**src/rtl/swi_debounce_sync.sv**
```systemverilog
// Two-flop synchroniser plus whole-word debouncer for the SWI switch bank.
// Produces a committed switch word, a one-cycle change strobe and per-bit rise pulses.
module swi_debounce_sync #(
  parameter  int NBITS           = 8,
  parameter  int DEBOUNCE_CYCLES = 4,
  localparam int CNT_W           = $clog2(DEBOUNCE_CYCLES + 1)
) (
  input  logic             clk_2,
  input  logic             reset,
  input  logic [NBITS-1:0] sw_in,
  output logic [NBITS-1:0] sw_stable,
  output logic             sw_changed,
  output logic [NBITS-1:0] sw_rise,
  output logic             settling
);

  typedef enum logic {
    IDLE   = 1'b0,
    SETTLE = 1'b1
  } state_t;

  localparam logic [CNT_W-1:0] CNT_ONE  = CNT_W'(1);
  localparam logic [CNT_W-1:0] CNT_LAST = CNT_W'(DEBOUNCE_CYCLES - 1);

  state_t             state_q, state_d;
  logic [NBITS-1:0]   sync1_q, sync2_q;
  logic [NBITS-1:0]   cand_q, cand_d;
  logic [NBITS-1:0]   stable_q, stable_d;
  logic [NBITS-1:0]   rise_q, rise_d;
  logic               changed_q, changed_d;
  logic [CNT_W-1:0]   cnt_q, cnt_d;

  // The FSM only ever looks at sync2_q, the second synchroniser stage.
  always_comb begin
    state_d   = state_q;
    cand_d    = cand_q;
    cnt_d     = cnt_q;
    stable_d  = stable_q;
    changed_d = 1'b0;
    rise_d    = '0;
    case (state_q)
      IDLE: begin
        if (sync2_q != stable_q) begin
          cand_d  = sync2_q;
          cnt_d   = CNT_ONE;
          state_d = SETTLE;
        end
      end
      SETTLE: begin
        if (sync2_q == stable_q) begin
          state_d = IDLE;
          cnt_d   = '0;
        end else if (sync2_q != cand_q) begin
          cand_d = sync2_q;
          cnt_d  = CNT_ONE;
        end else if (cnt_q == CNT_LAST) begin
          stable_d  = cand_q;
          changed_d = 1'b1;
          rise_d    = cand_q & ~stable_q;
          cnt_d     = '0;
          state_d   = IDLE;
        end else begin
          cnt_d = cnt_q + CNT_ONE;
        end
      end
      default: begin
        state_d = IDLE;
        cnt_d   = '0;
      end
    endcase
  end

  always_ff @(posedge clk_2) begin
    if (reset) begin
      state_q   <= IDLE;
      sync1_q   <= '0;
      sync2_q   <= '0;
      cand_q    <= '0;
      stable_q  <= '0;
      rise_q    <= '0;
      changed_q <= 1'b0;
      cnt_q     <= '0;
    end else begin
      state_q   <= state_d;
      sync1_q   <= sw_in;
      sync2_q   <= sync1_q;
      cand_q    <= cand_d;
      stable_q  <= stable_d;
      rise_q    <= rise_d;
      changed_q <= changed_d;
      cnt_q     <= cnt_d;
    end
  end

  assign sw_stable  = stable_q;
  assign sw_changed = changed_q;
  assign sw_rise    = rise_q;
  assign settling   = (state_q == SETTLE);

endmodule

```
**config.mk**
```make
export PLATFORM = sky130hd
export DESIGN_NAME = swi_debounce_sync
export DESIGN_NICKNAME = d
export VERILOG_FILES = /design/src/rtl/swi_debounce_sync.sv
export SDC_FILE = /design/constraint.sdc
export NUM_CORES = 1
export LEC_CHECK = 0
export ABC_CLOCK_PERIOD_IN_PS = 1400
export CAP_MARGIN = 20
export CORE_ASPECT_RATIO = 0.5
export CORE_MARGIN = 3
export CORE_UTILIZATION = 47
export CTS_CLUSTER_SIZE = 24
export DETAILED_ROUTE_END_ITERATION = 7
export PLACE_DENSITY = 0.76
export SYNTH_ARGS = -nofsm -noshare
export SYNTH_HDL_FRONTEND = slang
export SYNTH_SLANG_ARGS = --single-unit
export TNS_END_PERCENT = 5
```
**constraint.sdc**
```tcl
create_clock -name clk_2 -period 1.4 [get_ports clk_2]
set_input_delay 0.35 -clock clk_2 [delete_from_list [all_inputs] [get_ports clk_2]]
set_output_delay 0.35 -clock clk_2 [all_outputs]
set_load 0.03 [all_outputs]
```
-- Yosys cells after proc, flatten, opt, wreduce, memory -nomap -nowiden
Index checks and enable logic that the tools add are counted.
- add/subtract/negate cells: 1
- mux-type cells: 15
- bitwise logic cells: 6
- reductions and logical operators: 4
- equal/unequal tests: 7
- operators with widths (kind ; number):
    $mux W8 ; 3
    $ne A8 B8 Y1 ; 2
    $pmux W8 S2 ; 1
    $mux W3 ; 4
    $and A8 B8 Y8 ; 1
    $eq A8 B8 Y1 ; 1
    $not A8 Y8 ; 1
    $pmux W3 S2 ; 1
    $mux W1 ; 5
    $reduce_or A5 Y1 ; 1
    $ne A2 B2 Y1 const B ; 2
    $not A1 Y1 ; 4
    $reduce_and A4 Y1 ; 1
    $reduce_or A4 Y1 ; 1
    $add A3 B1 Y3 const B ; 1
    $eq A3 B2 Y1 const B ; 1
    $reduce_and A3 Y1 ; 1
    $ne A2 B1 Y1 const B ; 1
    $pmux W1 S2 ; 1
- bits of input ports: 10
- logic and storage cells: 41
- register bits after elaboration: 45
- output and inout bits: 18

-- Depth between registers and ports, before layout
- word-level depth: 5
- depth in mapped cells: 7
- gate-level depth less buffers: 5

-- Least setup slack after synthesis
OpenSTA, ideal clock, no wires.
- path kind: reg2reg
- from: register stable_q[3], in the netlist sw_stable[3]
- to: register cnt_q[0]
- required time: 1.284 ns
- path buffers: 1
- path slack: -0.240 ns
- stages on the path, launching flop included: 6
- setup time: 0.116 ns
- arrival time: 1.524 ns
- clock period less this slack: 1.640 ns
- path through: dfxtp_1 xnor2_1 nand4_1 or2_2 buf_2 a31o_2
- longest elaborated chain between the ends: 3
- elaborated cells between the ends (all ways): 5
- those cells by class: eq/ne (3); mux (2)
- RTL lines (what ; line ; RTL):
    start: declaration ; 28 ; logic [NBITS-1:0] stable_q, stable_d;
    start signal: assignment ; 88 ; stable_q <= stable_d;
    $eq A8 B8 Y1 ; 50 ; if (sync2_q == stable_q) begin
    $mux W3 ; 50 ;
    $pmux W3 S2 ; 41 ; case (state_q)
    end signal: assignment ; 91 ; cnt_q <= cnt_d;
    end: declaration ; 31 ; logic [CNT_W-1:0] cnt_q, cnt_d;
Several ways; a longest one is shown, not always the timed one.
A chain may end at the register's enable or synchronous reset.

-- Worst setup path after layout
- from: register cand_q[0]
- to: register cand_q[5]
- longest elaborated chain between the ends: 3
- RTL lines (what ; line ; RTL):
    start: declaration ; 27 ; logic [NBITS-1:0] cand_q, cand_d;
    start signal: assignment ; 87 ; cand_q <= cand_d;
    $ne A8 B8 Y1 ; 53 ; end else if (sync2_q != cand_q) begin
    $ne A2 B1 Y1 (no line) ; -- ;
    $reduce_and A3 Y1 (no line) ; -- ;
No other way between the ends.

==> flow_metrics.tcl <==
set metrics [dict create \
    outcome "complete, but fails checks" \
    violations "negative setup slack" \
    rrSetupSlack_ns -0.19 \
    p_leak_nw 0.967 \
    power_frac_seq_pct 55.4 \
    clock_tree.buffer_depth 2 \
    hold_viol 0 \
    wl_per_cell_um 14.6 \
    path_clk_slew_ns 0.08 \
    path_depth 7 \
    timing.rr.end "cand_q[5]" \
    grt_pass1_vias 1284 \
    powerDensity_nw_per_um2 986 \
    fmax_ghz 0.630 \
    clock_latency_ns 0.30 \
    synthTopCellsByArea "dfxtp_1 51%, nor2b_1 6.0%, nor3b_2 5.7%" \
    fin_nets 237 \
    synth_top_cell_by_area "dfxtp_1" \
    rows 15 \
    ys_warn_count 0 \
    clockPowerShare_pct 31.6 \
    antenna_found_initial 0 \
    cp.required_ns 1.63 \
    vdd_drop_max_v 0.000598 \
    cpLargestDelayFamily "simple AND/OR/NAND/NOR gates" \
    diodes 0 \
    grt_max_degree 13 \
    drc 0 \
    p_int_mw 1.82 \
    ys_seq_area_share_pct 51.1 \
    synth_top_area_share_pct 51.1 \
    start_kind "flip-flop" \
    synthCells 168 \
    rsz0062_at_grt "yes" \
    synth_commonest_cells "45 x dfxtp_1, 17 x a21oi_1, 17 x nor2b_1, 17 x o21ai_0, 11 x xnor2_1" \
    crit_top_cell "buf_4" \
    comb_power_share_pct 13.0 \
    min_path_cells 1 \
    synth.distinct_cells 28 \
    gp_congestion 0.808 \
    clock-sinks 45 \
    ios 28 \
    netlist_area_um2 1760 \
    start_util_pct 50.2 \
    ys_ff_latch 45 \
    postCtsHoldBufs 0 \
    reg2reg_depth 7 \
    path_class "flip-flop to flip-flop" \
    avgSynthCellArea_um2 10.5 \
    ant_nets 0 \
    cts_made_buffers 5 \
    grt_pass1_wl_um 6320 \
    post-route-min-period_ns 1.59 \
    grt-ovfl-total 0 \
    finalSetupViolations 28 \
    slew_headroom_pct 79.4 \
    critPathArrivalTime_ns 1.82 \
    clockRootBuffer "clkbuf_8" \
    fin_hold_ws_ns 0.439 \
    endpoint_kind "flip-flop" \
    dp_hpwl_um 2730 \
    dpl.cell_count 266 \
    worstHoldStart "sync1_q[1]" \
    synth_edf_count 0 \
    yosysMostFrequentCell "dfxtp_1" \
    drv_slew 0 \
    core_um2 3510 \
    cts_tree "yes" \
    fin_crit_sh_pct 113 \
    setup_ws_ns -0.186 \
    grt_util_all_layers_pct 18.4 \
    h-tree-depth 2 \
    rr_startpoint "cand_q[0]" \
    dieHeight_um 49.3 \
    tightestPinTransition_ns 0.310 \
    drt_first_pass_iters 4 \
    path_max_fanout 6 \
    die_area_um2 4560 \
    skew_ns 0.00955 \
    worstHoldPathType "flip-flop to flip-flop" \
    drive_above_1_share_pct 38.8 \
    vias 1388 \
    io_buffers 27 \
    cp_cell_sequence "xor2_1 -> nor3_2 -> buf_4 -> and3_4 -> buf_4 -> o21ai_0 -> a21oi_1" \
    drt-total-wl_um 4070 \
    syn_nets 179 \
    viasPerCell 4.99 \
    final_core_util_pct 69.4 \
    max_stage_delay_ns 0.35 \
    finalNonFillerCells 278 \
    p_switching_mw 0.584 \
    cp_num_buf_inv 2 \
    area_delta_synth_final_pct 38.4 \
    synth-main-ff-cell "dfxtp_1" \
    switching_share_pct 24.3 \
    die_w_um 92.6 \
    drt_iter0_markers 90 \
    maxCapViolations 0 \
    cp_slowest_cell "dfxtp_2" \
    async_reset_ff_share_pct 0 \
    hold_end "sync2_q[1]" \
]
-- metrics by stage --
| stage | cell area (um^2) | setup TNS [ns] | setup slack (ns) | power (mW) |
|---|---|---|---|---|
| 6_report | 2440 | -3.44 | -0.186 | 2.40 |
| 5_1_grt | 2440 | -4.99 | -0.245 | 2.50 |
| 4_1_cts | 2380 | -1.61 | -0.132 | 2.39 |
| 3_5_place_dp | 2260 | -2.78 | -0.171 | 1.63 |
| 3_3_place_gp | 2260 | -2.43 | -0.110 | 1.62 |
| 2_1_floorplan | 1800 | -0.435 | -0.0275 | 1.53 |
-- worst register-to-register path, stage by stage, from the launching register on --
cell,delay (ns)
dfxtp_2,0.35
xor2_1,0.17
nor3_2,0.22
buf_4,0.15
and3_4,0.22
buf_4,0.15
o21ai_0,0.10
a21oi_1,0.15
-- cells in the final DEF (no fill, tap or decap), types with 2 or more instances in the layout --
cell type and instances:
dfxtp_1 28, buf_4 36, clkdlybuf4s15_1 2, dlygate4sd2_1 7
o21ai_1 4, inv_1 2, clkbuf_1 3, xor2_1 5
clkbuf_8 5, buf_6 4, o21ai_0 12, nand4_1 3
dfxtp_4 8, clkdlybuf4s50_1 9, dfxtp_2 9, nor3b_2 8
a21oi_1 16, nor2_1 2, nor2b_1 16, nand3_1 9
xnor2_2 3, and4_4 2, xnor2_1 8, clkbuf_2 2
nand3b_1 9
-- what timing repair did --
item                                   in CTS  in global routing
buffers inserted                            0                  4
setup endpoints to repair                  38                 32
pin swaps                                   9                 11
resized for setup                          31                 20
endpoints found under the hold margin       0                  0
-- sequential cells by signal, summed over array words and instances, names as in the netlist --
signal	cells
sw_stable	8
cand_q	8
sync1_q	8
sync2_q	8
sw_rise	8
cnt_q	3
sw_changed	1
settling	1
-- power by group through the flow --
stage / combinational, mW / clock (mW) / sequential [mW]
floorplan: 0.172 / 0 / 1.36
global placement: 0.266 / 0 / 1.36
detailed placement: 0.271 / 0 / 1.36
CTS: 0.286 / 0.774 / 1.33
global route: 0.335 / 0.832 / 1.34
finish: 0.312 / 0.759 / 1.33
-- final cells by class --
class                           count  area [um^2]
Clock buffer                        8         80.1
Fill cell                         258         1070
Inverter                            2         7.51
Multi-Input combinational cell    111          836
Sequential cell                    45          942
Tap cell                           51         63.8
Timing Repair Buffer               61          508
-- kinds of logic (layout without fill, tap and decap cells) --
| group | Yosys count | count (layout) | share of synthesized area (%) |
|---|---|---|---|
| compound gates | 36 | 36 | 10.7 |
| fa+ha+maj | 1 | 1 | 0.710 |
| simple gates | 58 | 58 | 24.7 |
| buf+inv | 12 | 71 | 4.76 |
| flops | 45 | 45 | 51.1 |
| xor+xnor | 16 | 16 | 7.95 |
-- metal layers --
| metal | track usage [%] | up-vias | routed length, um |
|---|---|---|---|
| met2 | 26.7 | 69 | 1750 |
| met3 | 5.55 | 10 | 376 |
| met1 | 25.4 | 611 | 1860 |
| met5 | 0 | - | 0 |
| li1 | - | 698 | - |
| met4 | 7.39 | 0 | 76 |
-- worst max path at each step --
stage / start / to / slack (ns)
3_5_place_dp: cnt_q[0] / sw_rise[7] / -0.17
6_report: cand_q[0] / cand_q[5] / -0.19
3_3_place_gp: sync2_q[1] / sw_stable[6] / -0.11
4_1_cts: cand_q[1] / sw_rise[7] / -0.13
2_1_floorplan: sw_stable[3] / sw_stable[0] / -0.03
5_1_grt: sync2_q[0] / cand_q[5] / -0.24
Power figures use the tool's default switching activity.
